**config.mk**
```make
export PLATFORM = sky130hd
export DESIGN_NAME = wb_rr_arbiter
export DESIGN_NICKNAME = d
export VERILOG_FILES = /design/src/rtl/wb_rr_arbiter.sv
export SDC_FILE = /design/constraint.sdc
export NUM_CORES = 1
export LEC_CHECK = 0
export CAP_MARGIN = 20
export CORE_MARGIN = 2
export CORE_UTILIZATION = 56
export DETAILED_ROUTE_END_ITERATION = 12
export PLACE_DENSITY = 0.84
export SLEW_MARGIN = 20
export SYNTH_ARGS = -nofsm -noshare
export SYNTH_HDL_FRONTEND = slang
export SYNTH_SLANG_ARGS = --single-unit
```
**constraint.sdc**
```tcl
create_clock -name clk -period 4.1 [get_ports clk]
set_clock_uncertainty 0.15 [all_clocks]
set_input_delay 0.82 -clock clk [delete_from_list [all_inputs] [get_ports clk]]
set_output_delay 0.82 -clock clk [all_outputs]
set_load 0.005 [all_outputs]
```
**src/rtl/wb_rr_arbiter.sv**
```systemverilog
// Round-robin Wishbone bus arbiter. Holds the grant for the owner's whole cycle and
// raises a one-cycle bus-error pulse when the owner's strobe goes unanswered too long.
module wb_rr_arbiter #(
  parameter int NUM_MASTERS = 2,
  parameter int IDX_W       = 1,
  parameter int TO_W        = 8,
  parameter int TIMEOUT     = 255
) (
  input  logic                   clk,
  input  logic                   rst,
  input  logic [NUM_MASTERS-1:0] request,
  input  logic                   stb_g,
  input  logic                   ack_s,
  input  logic                   err_s,
  input  logic                   rty_s,
  output logic [NUM_MASTERS-1:0] grant,
  output logic [IDX_W-1:0]       grant_idx,
  output logic                   grant_valid,
  output logic                   to_err,
  output logic [1:0]             dbg_state
);

  typedef enum logic [1:0] {
    IDLE  = 2'd0,
    OWNED = 2'd1,
    TOERR = 2'd2
  } state_e;

  state_e                 state_q, state_d;
  logic [NUM_MASTERS-1:0] grant_q, grant_d;
  logic [IDX_W-1:0]       idx_q, idx_d;
  logic [IDX_W-1:0]       last_q, last_d;
  logic [TO_W-1:0]        wd_q, wd_d;

  logic [IDX_W-1:0]       win;
  logic [IDX_W-1:0]       cand;
  logic                   found;
  logic                   any_req;
  logic                   owner_req;
  logic                   unanswered;

  // Round-robin pick: first requester after the last winner, wrapping at NUM_MASTERS.
  always_comb begin
    win   = '0;
    found = 1'b0;
    cand  = last_q;
    for (int i = 0; i < NUM_MASTERS; i++) begin
      cand = (cand == IDX_W'(NUM_MASTERS - 1)) ? '0 : cand + 1'b1;
      if (!found && request[cand]) begin
        win   = cand;
        found = 1'b1;
      end
    end
  end

  assign any_req    = |request;
  assign owner_req  = request[idx_q];
  assign unanswered = stb_g && !(ack_s || err_s || rty_s);

  always_ff @(posedge clk or posedge rst) begin
    if (rst) begin
      state_q <= IDLE;
      grant_q <= '0;
      idx_q   <= '0;
      last_q  <= IDX_W'(NUM_MASTERS - 1);
      wd_q    <= '0;
    end else begin
      state_q <= state_d;
      grant_q <= grant_d;
      idx_q   <= idx_d;
      last_q  <= last_d;
      wd_q    <= wd_d;
    end
  end

  // Ownership: a master keeps the bus while its cyc (request bit) stays high; dropping
  // it releases the bus and the next requester is granted on that same edge.
  always_comb begin
    state_d = state_q;
    grant_d = grant_q;
    idx_d   = idx_q;
    last_d  = last_q;
    wd_d    = '0;
    case (state_q)
      IDLE: begin
        if (any_req) begin
          state_d      = OWNED;
          grant_d      = '0;
          grant_d[win] = 1'b1;
          idx_d        = win;
          last_d       = win;
        end
      end
      OWNED, TOERR: begin
        if (!owner_req) begin
          if (any_req) begin
            state_d      = OWNED;
            grant_d      = '0;
            grant_d[win] = 1'b1;
            idx_d        = win;
            last_d       = win;
          end else begin
            state_d = IDLE;
            grant_d = '0;
          end
        end else if (state_q == TOERR) begin
          state_d = OWNED;
        end else if (unanswered) begin
          if (wd_q == TO_W'(TIMEOUT - 1)) begin
            state_d = TOERR;
          end else if (wd_q != '1) begin
            wd_d = wd_q + 1'b1;
          end else begin
            wd_d = wd_q;
          end
        end
      end
      default: begin
        state_d = IDLE;
        grant_d = '0;
      end
    endcase
  end

  always_comb begin
    grant       = grant_q;
    grant_idx   = idx_q;
    grant_valid = |grant_q;
    to_err      = (state_q == TOERR);
    dbg_state   = state_q;
  end

endmodule

```
[Word level (Yosys, flattened, before mapping)]
Cells that the tools add are included.
Word-level totals
  input bits: 8
  register bits: 14
  logic and storage cells: 73
  output and inout port bits: 7
Cells by class
  reduce and logical (&&, ||, !) cells: 15
  multiplexer cells: 36
  $lt $le $gt $ge: 5
  add/sub/neg operators: 3
  eq/ne operators: 9
Operators by type and width (count)
  $mux 8: 6
  $mux 1: 17
  $mux 2: 8
  $add 8x1->8 const B: 1
  $eq 8x8->1 const B: 1
  $lt 1x2->1 const B: 4
  $ne 4x4->1 const B: 2
  $ne 8x8->1 const B: 1
  $pmux 2 s2: 2
  $ne 6x6->1 const B: 1
  $reduce_or 2->1: 3
  $ne 2x2->1 const B: 2
  $pmux 1 s2: 2
  $reduce_and 2->1: 2
  $logic_and 1x1->1: 3
  $reduce_and 3->1: 1
  $add 1x1->1 const B: 2
  $eq 2x1->1 const B: 1
  $eq 2x2->1 const B: 1
  $logic_not 1->1: 2
  $logic_not 2->1: 1
  $logic_or 1x1->1: 2
  $reduce_bool 2->1: 1
  $demux 1 s1: 1
  $ge 1x1->1 const B: 1

[Longest topological paths before layout]
Gate-level depths: netlist (run 1).
  word-level depth: 15
  mapped depth: 6
  mapped depth without buffers: 6

[Least setup slack after synthesis (run 1)]
No wires, ideal clock.
  kind: input -> register
  from: input port request[0]
  to: register grant_q[0] (netlist: grant[0])
  path slack: 2167 ps
  setup time: 125 ps
  path buffers: 0
  cell stages on the path: 3
  data required time: 3825 ps
  arrival time: 1658 ps
  cells stage by stage: or3b_4 -> nand2_1 -> mux2_2
On the way
  word-level cells in the longest chain between the ends: 13
  elaborated cells between the ends (all ways): 24
  those cells by class: order compare (2); eq/ne (2); mux (15); reduce/logical (5)
RTL lines
  from (decl): RTL line 11  | input logic [NUM_MASTERS-1:0] request,
  $mux 1 (not written as such) (2 in series): RTL line 49  | if (!found && request[cand]) begin
  $mux 1: RTL line 49
  $logic_not 1->1: RTL line 49
  $logic_and 1x1->1: RTL line 49
  $mux 1: RTL line 49
  $lt 1x2->1 (not written as such) / $ge 1x1->1 (equally long branches): RTL line 89, 99
  $logic_and 1x1->1 (not written as such): RTL line 89, 99
  $mux 1 (not written as such): RTL line 89, 99
  $demux 1 s1: RTL line 89, 99
  $mux 2: RTL line 96  | if (any_req) begin
  $mux 2: RTL line 95  | if (!owner_req) begin
  $pmux 2 s2: RTL line 84  | case (state_q)
  to (signal assigned): RTL line 69  | grant_q <= grant_d;
  to (decl): RTL line 30  | logic [NUM_MASTERS-1:0] grant_q, grant_d;
Parallel ways exist; a longest one is shown, timed or not. The select of a mux whose other input is x is not followed.
A chain may end at the register's enable or synchronous reset.

[Worst setup path in the final report (run 1)]
  from: register state_q[0] (netlist: dbg_state[0])
  to: output port to_err
On the way
  word-level cells in the longest chain between the ends: 1
RTL lines
  from (decl): RTL line 29  | state_e state_q, state_d;
  from (signal assigned): RTL line 68  | state_q <= state_d;
  $eq 2x2->1: RTL line 129  | to_err = (state_q == TOERR);
  to (decl): RTL line 19  | output logic to_err,
No other way between the ends.

==> results.py, run 1 <==
metrics = {
    "cells_and_area": {
        "fin_area_mm2": 0.00115,
        "area_growth_pct": 20.5,
        "num_antenna_cells": 0,
        "n_fill_cell": 112,
        "layout-drive-gt1-share_pct": 22.7,
        "postLayoutCoreUtil_pct": 74.0,
        "fin_nets": 124,
    },
    "yosys": {
        "yosysWarnings": 0,
        "synthXorXnorAreaFrac_pct": 0.915,
        "ys_ff_latch": 14,
        "synth.distinct_cells": 36,
        "synth_edf_count": 0,
        "synth_top_family_by_area": "simple AND/OR/NAND/NOR gates",
        "synth_nets": 105,
        "yosysMostFrequentCell": "dfrtp_1",
        "synth_cells": 92,
        "synth.area.mux_share_pct": 4.97,
        "avgSynthCellArea_um2": 10.4,
        "synthArstFlopShare_pct": 100,
        "synth-main-ff-cell": "dfrtp_1",
        "synth_compound_area_share_pct": 19.0,
        "yosys-top-cells-area": "dfrtp_1 34%, ha_1 6.5%, a211oi_2 5.2%, nor2_1 4.7%, nand2_1 4.3%",
        "yosys.area_share.simple_pct": 29.5,
        "netlist.area_leader.share_pct": 34.0,
        "ys_seq_area_share_pct": 36.7,
        "synth_area_leader_cell": "dfrtp_1",
        "synth_fa_ha_area_share_pct": 6.54,
        "synth_common_cells": "13 x dfrtp_1, 12 x nor2_1, 11 x nand2_1",
        "syn_area_um2": 957,
    },
    "timing": {
        "fin_crit_sh_pct": 61.0,
        "setup-violations-final": 0,
        "hold_slack_ps": 398,
        "finalHoldViolations": 0,
        "drv_slew": 0,
        "fin_crit_ps": 2500,
        "maxSlewHeadroom_pct": 64.3,
        "rsz0062_at_grt": "false",
        "worst_pin_slew_ps": 535,
        "fmax_mhz": 400,
        "fin_tns_setup_ps": 0,
    },
    "clock_tree": {
        "cts_buffers": 3,
        "clk_latency_ps": 290,
        "clock-sinks": 14,
        "clock_path_buffers": 2,
        "cts_resized": 0,
        "path_clk_slew_ps": 90,
        "hold_buffers": 0,
        "postCtsSetupBuffers": 0,
        "cts_tree": "yes",
        "cts-htree-levels": 1,
        "cts_root_buf": "clkbuf_4",
    },
    "route": {
        "drt-initial-drc-count": 15,
        "avgRoutedWirePerCell_um": 14.3,
        "drt_wl_total_mm": 1.80,
        "vias_per_cell": 5.94,
        "drc_errors": 0,
        "ant_nets": 0,
        "via_count": 749,
        "first_pass_iters": 4,
    },
    "placement": {
        "place_area_mm2": 0.00112,
        "place.gp.congestion": 0.782,
        "hpwl_mm": 1.38,
        "port_buffers": 14,
    },
    "setup_path": {
        "worstPathRequired_ps": 3130,
        "startpoint_type": "register",
        "cp_max_fo": 3,
        "cp-end-kind": "output pin",
        "r2r-end": "grant[0]",
        "reg2reg_from": "dbg_state[1]",
        "startpoint": "dbg_state[0]",
        "critPathKind": "reg -> out",
        "crit_arrival_ps": 1530,
        "rrSetupSlack_ps": 2180,
        "rr_worst_depth": 5,
    },
    "floorplan": {
        "num_rows": 14,
        "dieArea_mm2": 0.00206,
        "die_h_um": 45.3,
        "ioPinCount": 15,
        "fp.dieW_um": 45.3,
        "initial_core_util_pct": 61.4,
        "core_area_mm2": 0.00156,
    },
    "global_routing": {
        "grt.total_usage_pct": 21.9,
        "grt-ovfl-total": 0,
        "grt_pass1_wl_mm": 3.15,
        "antenna_found_initial": 0,
        "grt_max_degree": 15,
        "grt_pass1_vias": 751,
    },
    "power": {
        "ir_worst_vdd_v": 0.000315,
        "power_density_mw_per_mm2": 432,
        "power_leakage_uw": 0.000493,
    },
    "outcome": {
        "outcome": "finished, final reports clean",
    },
    "worst_hold_path": {
        "min_from": "wd_q[7]",
        "hold_end": "wd_q[7]",
        "min_path_cells": 1,
        "hold_class": "reg -> reg",
    },
    "run": {
        "cap_violations": 0,
    },
}
[power by group]
part	internal, uW	switching (uW)
Combinational	124	88.6
Sequential	164	21.7
Clock	54.1	46.4
[per-layer routing]
metal | vias to the layer above | track usage (%) | wire length, um
met1 | 350 | 27.2 | 808
li1 | 366 | - | -
met4 | 0 | 11.2 | 33
met3 | 6 | 8.00 | 137
met2 | 27 | 33.1 | 823
met5 | - | 0 | 0
[layout make-up]
cell class              instances  area, um2  share of cell area, %
flip-flops and latches         14        352                   30.5
clock buffers                   4       36.3                   3.15
repair buffers                 14        140                   12.1
multi-input cells              72        583                   50.5
well taps                      16       20.0                   1.74
inverters                       6       22.5                   1.95
[cell usage in the layout, fill, tap and decap left out, types with 2 or more instances in the layout]
master,synthesis,routed
clkdlybuf4s50_1,0,14
dfrtp_1,13,13
nor2_1,12,12
nand2_1,11,11
inv_1,6,6
ha_1,5,5
a211oi_2,4,4
o21ai_0,3,3
and3_1,3,3
clkbuf_4,0,3
mux2_2,2,2
nand3b_4,2,2
nand3_1,2,2
nand2b_1,2,2
nor3_2,2,2
a31oi_1,2,2
a21oi_1,2,2
[worst max path at each step]
| stage | endpoint | slack [ps] |
|---|---|---|
| 5_1_grt | to_err | 1530 |
| 4_1_cts | to_err | 1590 |
| 2_1_floorplan | grant[0] | 2170 |
| 6_report | to_err | 1600 |
| 3_3_place_gp | grant[1] | 1600 |
| 3_5_place_dp | grant[0] | 1550 |
[cells by family after synthesis]
group,after synthesis
flip-flops,14
multiplexers,4
AO/OA/AOI/OAI,18
adder cells (fa/ha/maj),5
buffers and inverters,6
AND/OR/NAND/NOR,44
XOR/XNOR,1
[through the flow]
| step | setup WS, ps | instances | total power [uW] |
|---|---|---|---|
| after floorplan | 2170 | 92 | 322 |
| after global placement | 1600 | 122 | 394 |
| after detailed placement | 1550 | 122 | 399 |
| after CTS | 1590 | 126 | 501 |
| after global routing | 1530 | 126 | 532 |
| final | 1600 | 126 | 499 |
[sequential cells by signal (all words and copies together), names as in the netlist]
register   flops
last_q         1
dbg_state      2
wd_q           8
grant          2
grant_idx      1
[worst max-delay path: stages, from the launching register on]
cell             delay (ps)
dfrtp_1                 410
inv_1                   100
ha_1                    210
clkdlybuf4s50_1         520
No activity file was read; power rests on OpenSTA's default activity.
==> run 2, diff against run 1 <==
--- a/config.mk
+++ b/config.mk
@@ -7,9 +7,9 @@
 export LEC_CHECK = 0
 export CAP_MARGIN = 20
 export CORE_MARGIN = 2
-export CORE_UTILIZATION = 56
+export CORE_UTILIZATION = 47
 export DETAILED_ROUTE_END_ITERATION = 12
-export PLACE_DENSITY = 0.84
+export PLACE_DENSITY = 0.75
 export SLEW_MARGIN = 20
 export SYNTH_ARGS = -nofsm -noshare
 export SYNTH_HDL_FRONTEND = slang
==> constraint.sdc (replaced) <==
create_clock -name clk -period 2.15 [get_ports clk]
set_clock_uncertainty 0.15 [all_clocks]
set_input_delay 0.43 -clock clk [delete_from_list [all_inputs] [get_ports clk]]
set_output_delay 0.43 -clock clk [all_outputs]
set_load 0.005 [all_outputs]
==> run 2 against run 1 <==
Compared with the run above: clock-buffer cell count is the same; sequential power rose by 95%; utilization shrank 13 points; critical endpoint unchanged; largest cell class unchanged; highest routed layer unchanged.
==> results.py, run 2 (synthesized netlist as in run 1, its figures left out) <==
metrics = {
    "setup_path": {
        "cp-end-kind": "output pin",
        "cp_cell_sequence": "inv_2 -> ha_2 -> clkdlybuf4s50_1",
        "startpoint_type": "register",
        "critPathMaxStageDelay_ps": 500,
        "crit_slowest_cell": "clkdlybuf4s50_1",
        "critPathKind": "reg -> out",
        "startpoint": "dbg_state[0]",
        "rrSetupSlack_ps": 250,
        "reg2reg_from": "dbg_state[1]",
        "worstPathRequired_ps": 1570,
        "cp_max_fo": 3,
        "crit_arrival_ps": 1480,
    },
    "floorplan": {
        "initial_core_util_pct": 49.3,
        "dieArea_mm2": 0.00241,
        "fp.dieW_um": 49.1,
        "num_rows": 16,
        "die_h_um": 49.1,
        "core_area_mm2": 0.00194,
        "ioPinCount": 15,
    },
    "clock_tree": {
        "cts_root_buf": "clkbuf_4",
        "postCtsSetupBuffers": 0,
        "cts_buffers": 3,
        "cts-htree-levels": 1,
        "path_clk_slew_ps": 90,
        "cts_resized": 0,
        "clock-sinks": 14,
        "cts_tree": "yes",
        "clk_latency_ps": 280,
        "hold_buffers": 0,
        "clock_path_buffers": 2,
    },
    "cells_and_area": {
        "num_antenna_cells": 0,
        "mostFrequentLayoutCell": "clkdlybuf4s50_1",
        "largest_reg_flops": 8,
        "postLayoutCoreUtil_pct": 61.0,
        "n_fill_cell": 177,
        "fin_nets": 126,
        "final_cell_mix": "14 x clkdlybuf4s50_1, 13 x dfrtp_1, 12 x nor2_1, 11 x nand2_1, 5 x inv_1",
        "register_area_um2": 352,
        "top_register": "wd_q",
        "multi_input_area_um2": 586,
        "area_growth_pct": 23.8,
        "layout-drive-gt1-share_pct": 25.9,
    },
    "timing": {
        "maxSlewHeadroom_pct": 66.6,
        "fin_crit_sh_pct": 95.8,
        "rsz0062_at_grt": "false",
        "fin_tns_setup_ps": 0,
        "setup-violations-final": 0,
        "worst_pin_slew_ps": 500,
        "fin_crit_ps": 2060,
        "fmax_mhz": 485,
        "drv_slew": 0,
        "finalHoldViolations": 0,
    },
    "route": {
        "drt_wl_total_mm": 1.77,
        "drc_errors": 0,
        "vias_per_cell": 5.48,
        "first_pass_iters": 3,
        "drt-initial-drc-count": 19,
        "avgRoutedWirePerCell_um": 12.7,
        "ant_nets": 0,
        "via_count": 762,
    },
    "global_routing": {
        "grt_pass1_wl_mm": 3.15,
        "grt-ovfl-total": 0,
        "grt_pass1_vias": 742,
        "grt_max_degree": 15,
        "grt.total_usage_pct": 16.5,
        "antenna_found_initial": 0,
    },
    "worst_hold_path": {
        "hold_class": "in -> async",
    },
    "power": {
        "power_leakage_uw": 0.000500,
        "ir_worst_vdd_v": 0.000671,
        "power_density_mw_per_mm2": 811,
    },
    "outcome": {
        "outcome": "finished, final reports clean",
    },
    "run": {
        "cap_violations": 0,
    },
    "placement": {
        "hpwl_mm": 1.36,
        "place.gp.congestion": 0.747,
        "port_buffers": 14,
    },
}
-- run 2: cell count changes in the layout (fill, tap and decap cells not counted), sizes merged --
cell  delta
buf      +2
-- run 2: cell type report --
cell class,count,share of cell area (%)
multi-input combinational,72,49.4
clock buffer,4,3.06
sequential,14,29.7
timing repair buffer,16,13.1
inverter,6,1.90
tap,27,2.85
-- run 2: final timing paths --
path                       cells after the start       end
min in group clk                               1   wd_q[7]
setup / recovery                               3    to_err
hold / removal                                 2   wd_q[3]
max in group asynchronous                      2    last_q
setup reg to reg                               5  grant[1]
hold reg to reg                                1   wd_q[7]
-- run 2: report_power, final --
group          internal, uW  total, uW  leakage [uW]  switching, uW
Combinational           238        408      0.000295            170
Sequential              313        363      0.000184           49.3
Clock                   103        191     0.0000210           88.0
-- run 2: worst max-delay path, delay by kind of cell (launching register included) --
| kind | cells | cell delay [ps] |
|---|---|---|
| buffers and inverters | 2 | 590 |
| adder cells (fa/ha/maj) | 1 | 190 |
| flip-flops | 1 | 420 |
-- run 2: metal layers --
layer	global-route usage [%]	wire, um
met4	5.24	8
met5	0	0
met3	4.29	59
met1	18.5	757
met2	30.2	940
-- run 2: through the flow --
step	instances	hold slack, ps	worst slack [ps]	cell area (um2)	power, uW
5_1_grt	139	379	22.1	1180	1020
3_3_place_gp	135	372	94.7	1150	755
6_report	139	315	90.2	1180	962
3_5_place_dp	135	374	38.4	1150	773
2_1_floorplan	92	169	365	957	615
4_1_cts	139	341	33.1	1180	963
==> edit 1, RTL diff (config.mk and constraints of run 2) <==
Put a register stage on the output `to_err`, cleared by the reset. The value now appears one clock later. The other outputs are not delayed to match.
--- a/src/rtl/wb_rr_arbiter.sv
+++ b/src/rtl/wb_rr_arbiter.sv
@@ -25,6 +25,8 @@
     OWNED = 2'd1,
     TOERR = 2'd2
   } state_e;
+
+  logic to_err_d;
 
   state_e                 state_q, state_d;
   logic [NUM_MASTERS-1:0] grant_q, grant_d;
@@ -126,8 +128,16 @@
     grant       = grant_q;
     grant_idx   = idx_q;
     grant_valid = |grant_q;
-    to_err      = (state_q == TOERR);
+    to_err_d    = (state_q == TOERR);
     dbg_state   = state_q;
+  end
+
+  always_ff @(posedge clk or posedge rst) begin
+    if (rst) begin
+      to_err <= '0;
+    end else begin
+      to_err <= to_err_d;
+    end
   end
 
 endmodule
Function: no difference found for any inputs over 10 cycles, from zero or initial values and one cycle with rst high; that may be too few to reach the edited logic, so the function may still have changed.
==> edit 1 against run 2 <==
Setup slack improved by 0.048 ns; die area decreased by 2.7%; routed wire length increased by 0.23%; sequential cell count increased by 1; area after synthesis decreased by 3.0%; final area decreased by 2.9%; power decreased by 5.4%; combinational power decreased by 9.8%; critical endpoint is now grant_valid; largest power group is now sequential cells.
==> edit 1: results <==
export IMPL_grt_total_usage=0.165
export IMPL_cp_arrival_ns=1.43
export IMPL_grt_max_degree=16
export IMPL_async_reset_ff_frac=1.00
export IMPL_synth_adder_area_share=0.0674
export IMPL_synth_cell_types=39
export IMPL_gp_congestion=0.751
export IMPL_grt_pass1_wl_um=3050
export IMPL_setup_viol=0
export IMPL_crit_start="grant[1]"
export IMPL_status="complete, no violations"
export IMPL_synth_cells_most_frequent="dfrtp_1 (14), nor2_1 (12), nand2_1 (8)"
export IMPL_r2r_end="dbg_state[0]"
export IMPL_wire_per_inst_um=12.7
export IMPL_grt_pass1_vias=689
export IMPL_yosys_top_cells_area="dfrtp_1 (38%), ha_1 (6.7%), nor2_1 (4.9%)"
export IMPL_min_path_type="in -> async"
export IMPL_routed_via_count=731
export IMPL_synth_mux_area_frac=0.0391
export IMPL_synthXorXnorAreaFrac=0.0283
export IMPL_drive_above_1_share=0.188
export IMPL_r2r_cells=6
export IMPL_clk_path_buf_depth=2
export IMPL_place_area_mm2=0.00112
export IMPL_ys_flop_type="dfrtp_1"
export IMPL_fin_crit_ns=2.01
export IMPL_synth_compound_area_frac=0.191
export IMPL_pre_cts_slack_ns=0.0388
export IMPL_dr_pass1_iters=4
export IMPL_path_clk_slew_ns=0.10
export IMPL_drt_iter0_drc=9
export IMPL_ys_seq_area_frac=0.406
export IMPL_tightest_slew_ns=0.546
export IMPL_ir_drop_mv=0.561
export IMPL_leakagePower_nw=0.485
export IMPL_crit_path_end="grant_valid"
export IMPL_fillers=170
export IMPL_hpwlAfterDp_um=1340
export IMPL_reg2reg_setup_slack_ns=0.34
export IMPL_r2r_start="dbg_state[1]"
export IMPL_fin_nets=126
==> edit 1: worst min path at each step <==
stage,endpoint,slack [ns]
6_report,grant[0],0.33
3_5_place_dp,grant[1],0.39
5_1_grt,wd_q[1],0.39
2_1_floorplan,dbg_state[0],0.18
3_3_place_gp,grant[1],0.38
4_1_cts,wd_q[1],0.35
==> edit 1: metal layers <==
metal / part of all wire / GRT usage / wire length (um)
met1: 0.47 / 0.228 / 839
met2: 0.49 / 0.266 / 861
met3: 0.034 / 0.0247 / 60
met4: 0.0051 / 0.0571 / 9
met5: 0 / 0 / 0
==> edit 1: logic make-up after synthesis <==
logic type               count (synthesis)
adder cells (fa/ha/maj)                  5
AO/OA/AOI/OAI                           23
XOR/XNOR                                 3
buffers and inverters                    8
flip-flops                              15
AND/OR/NAND/NOR                         35
multiplexers                             3
==> edit 1: where the power goes <==
part	leakage, nW	switching [mW]	total (mW)	internal (mW)
registers	0.199	0.0426	0.374	0.332
clock network	0.0139	0.0960	0.167	0.0706
logic	0.272	0.160	0.368	0.208
==> edit 1: metrics by stage <==
stage	hold WS, ns	total power, mW
CTS	0.351	0.917
global route	0.387	0.972
finish	0.331	0.909
floorplan	0.181	0.596
global placement	0.379	0.735
detailed placement	0.392	0.747
==> edit 1: area by class of cell <==
type                            instances  area [um^2]  share of cell area
Multi-Input combinational cell         69          522               0.453
Sequential cell                        15          377               0.327
Timing Repair Buffer                   17          163               0.141
Tap cell                               27         33.8              0.0293
Inverter                                7         26.3              0.0228
Clock buffer                            3         22.5              0.0196
Clock inverter                          1         7.51             0.00652
==> edit 1: critical path, stage by stage (launching register included) <==
cell and delay, ns:
dfrtp_1 0.41, or2_2 0.30, clkdlybuf4s50_1 0.44
==> edit 2, RTL diff (config.mk and constraints of run 2) <==
Made on the original files. `TO_W`: 8 -> 12.
--- a/src/rtl/wb_rr_arbiter.sv
+++ b/src/rtl/wb_rr_arbiter.sv
@@ -3,7 +3,7 @@
 module wb_rr_arbiter #(
   parameter int NUM_MASTERS = 2,
   parameter int IDX_W       = 1,
-  parameter int TO_W        = 8,
+  parameter int TO_W        = 12,
   parameter int TIMEOUT     = 255
 ) (
   input  logic                   clk,
Formal check against the unedited RTL: no difference found for any inputs over 10 cycles, from zero or initial values and one cycle with rst high; that may be too few to reach the edited logic, so the function may still have changed.
==> edit 2 against run 2 <==
The flow now finishes with violations (setup timing); clock power up 11%; routed wire length up 32%; register-to-register slack worse by 0.32 ns; global-route usage up 2.4 points; combinational power down 4%; power up 7.8%; count of clock-buffer cells in the layout unchanged; sequential share of layout area up 1.7 points; area after synthesis up 16%; final area up 21%; synthesized cell count up 29%; sequential cell count up 4; setup slack worse by 0.16 ns; sequential power up 20%; highest routed layer unchanged.
==> edit 2: results <==
export IMPL_fillers=187
export IMPL_swShare=0.301
export IMPL_synth_compound_area_frac=0.193
export IMPL_dr_pass1_iters=4
export IMPL_synth_cells_most_frequent="dfrtp_1 (17), inv_1 (14), nor2_1 (9)"
export IMPL_leakagePower_nw=0.601
export IMPL_grt_pass1_vias=905
export IMPL_crit_family="simple AND/OR/NAND/NOR gates"
export IMPL_ir_drop_mv=0.658
export IMPL_critPathMaxStageDelay_ns=0.43
export IMPL_setup_slack_ns=-0.0656
export IMPL_floorplan_rows=17
export IMPL_drt_iter0_drc=6
export IMPL_grt_total_usage=0.190
export IMPL_path_clk_slew_ns=0.11
export IMPL_yosys_top_cells_area="dfrtp_1 (38%), ha_1 (5.6%), inv_1 (4.7%)"
export IMPL_dp_cells=172
export IMPL_whs_ns=0.279
export IMPL_synth_mux_area_frac=0.0303
export IMPL_use_met3=0.0343
export IMPL_hpwlAfterDp_um=1750
export IMPL_critPathKind="reg -> reg"
export IMPL_fin_tns_setup_ns=-0.576
export IMPL_dr_wl_met3_um=96
export IMPL_slowest_stage="or4_4"
export IMPL_pre_cts_slack_ns=-0.293
export IMPL_met1_length_um=1050
export IMPL_fin_nets=164
export IMPL_violations="setup timing"
export IMPL_syn_nets=132
export IMPL_ys_seq_area_frac=0.406
export IMPL_clk_latency_ns=0.30
export IMPL_wire_per_inst_um=13.1
export IMPL_place_area_mm2=0.00138
export IMPL_r2r_cells=8
export IMPL_grtUsageMet1=0.228
export IMPL_clk_power_mw=0.212
export IMPL_wl_met2_um=1140
export IMPL_routed_via_count=979
export IMPL_status="complete, but fails checks"
export IMPL_avgSynthCellArea_um2=9.36
export IMPL_cts_resized=1
export IMPL_setup_viol=13
export IMPL_use_met2=0.323
export IMPL_largest_reg_flops=12
export IMPL_crit_start="wd_q[0]"
export IMPL_synthXorXnorAreaFrac=0.0551
export IMPL_cp_arrival_ns=2.24
-- edit 2: cell count changes in the layout (fill, tap and decap cells not counted), moves of 3 or more --
cell      delta
buf_4       +12
inv_1        +8
nand2_1      -8
a21oi_1      +6
a211oi_2     -4
dfrtp_1      +4
nor3_1       +4
xnor2_1      +4
a211oi_1     +3
a31o_2       +3
nand3_1      +3
nand4_1      +3
nor2_1       -3
-- edit 2: logic make-up (layout without fill, tap and decap cells) --
group	count (synthesis)	in the layout
multiplexers	3	3
adder cells (fa/ha/maj)	5	5
buffers and inverters	17	48
AND/OR/NAND/NOR	38	38
XOR/XNOR	7	7
AO/OA/AOI/OAI	31	31
flip-flops	18	18
-- edit 2: area by class of cell --
class / instances / area, um^2 / area share
Clock buffer: 4 / 36.3 / 0.0252
Multi-Input combinational cell: 84 / 594 / 0.413
Inverter: 14 / 52.6 / 0.0366
Tap cell: 28 / 35.0 / 0.0244
Sequential cell: 18 / 452 / 0.314
Timing Repair Buffer: 30 / 268 / 0.186
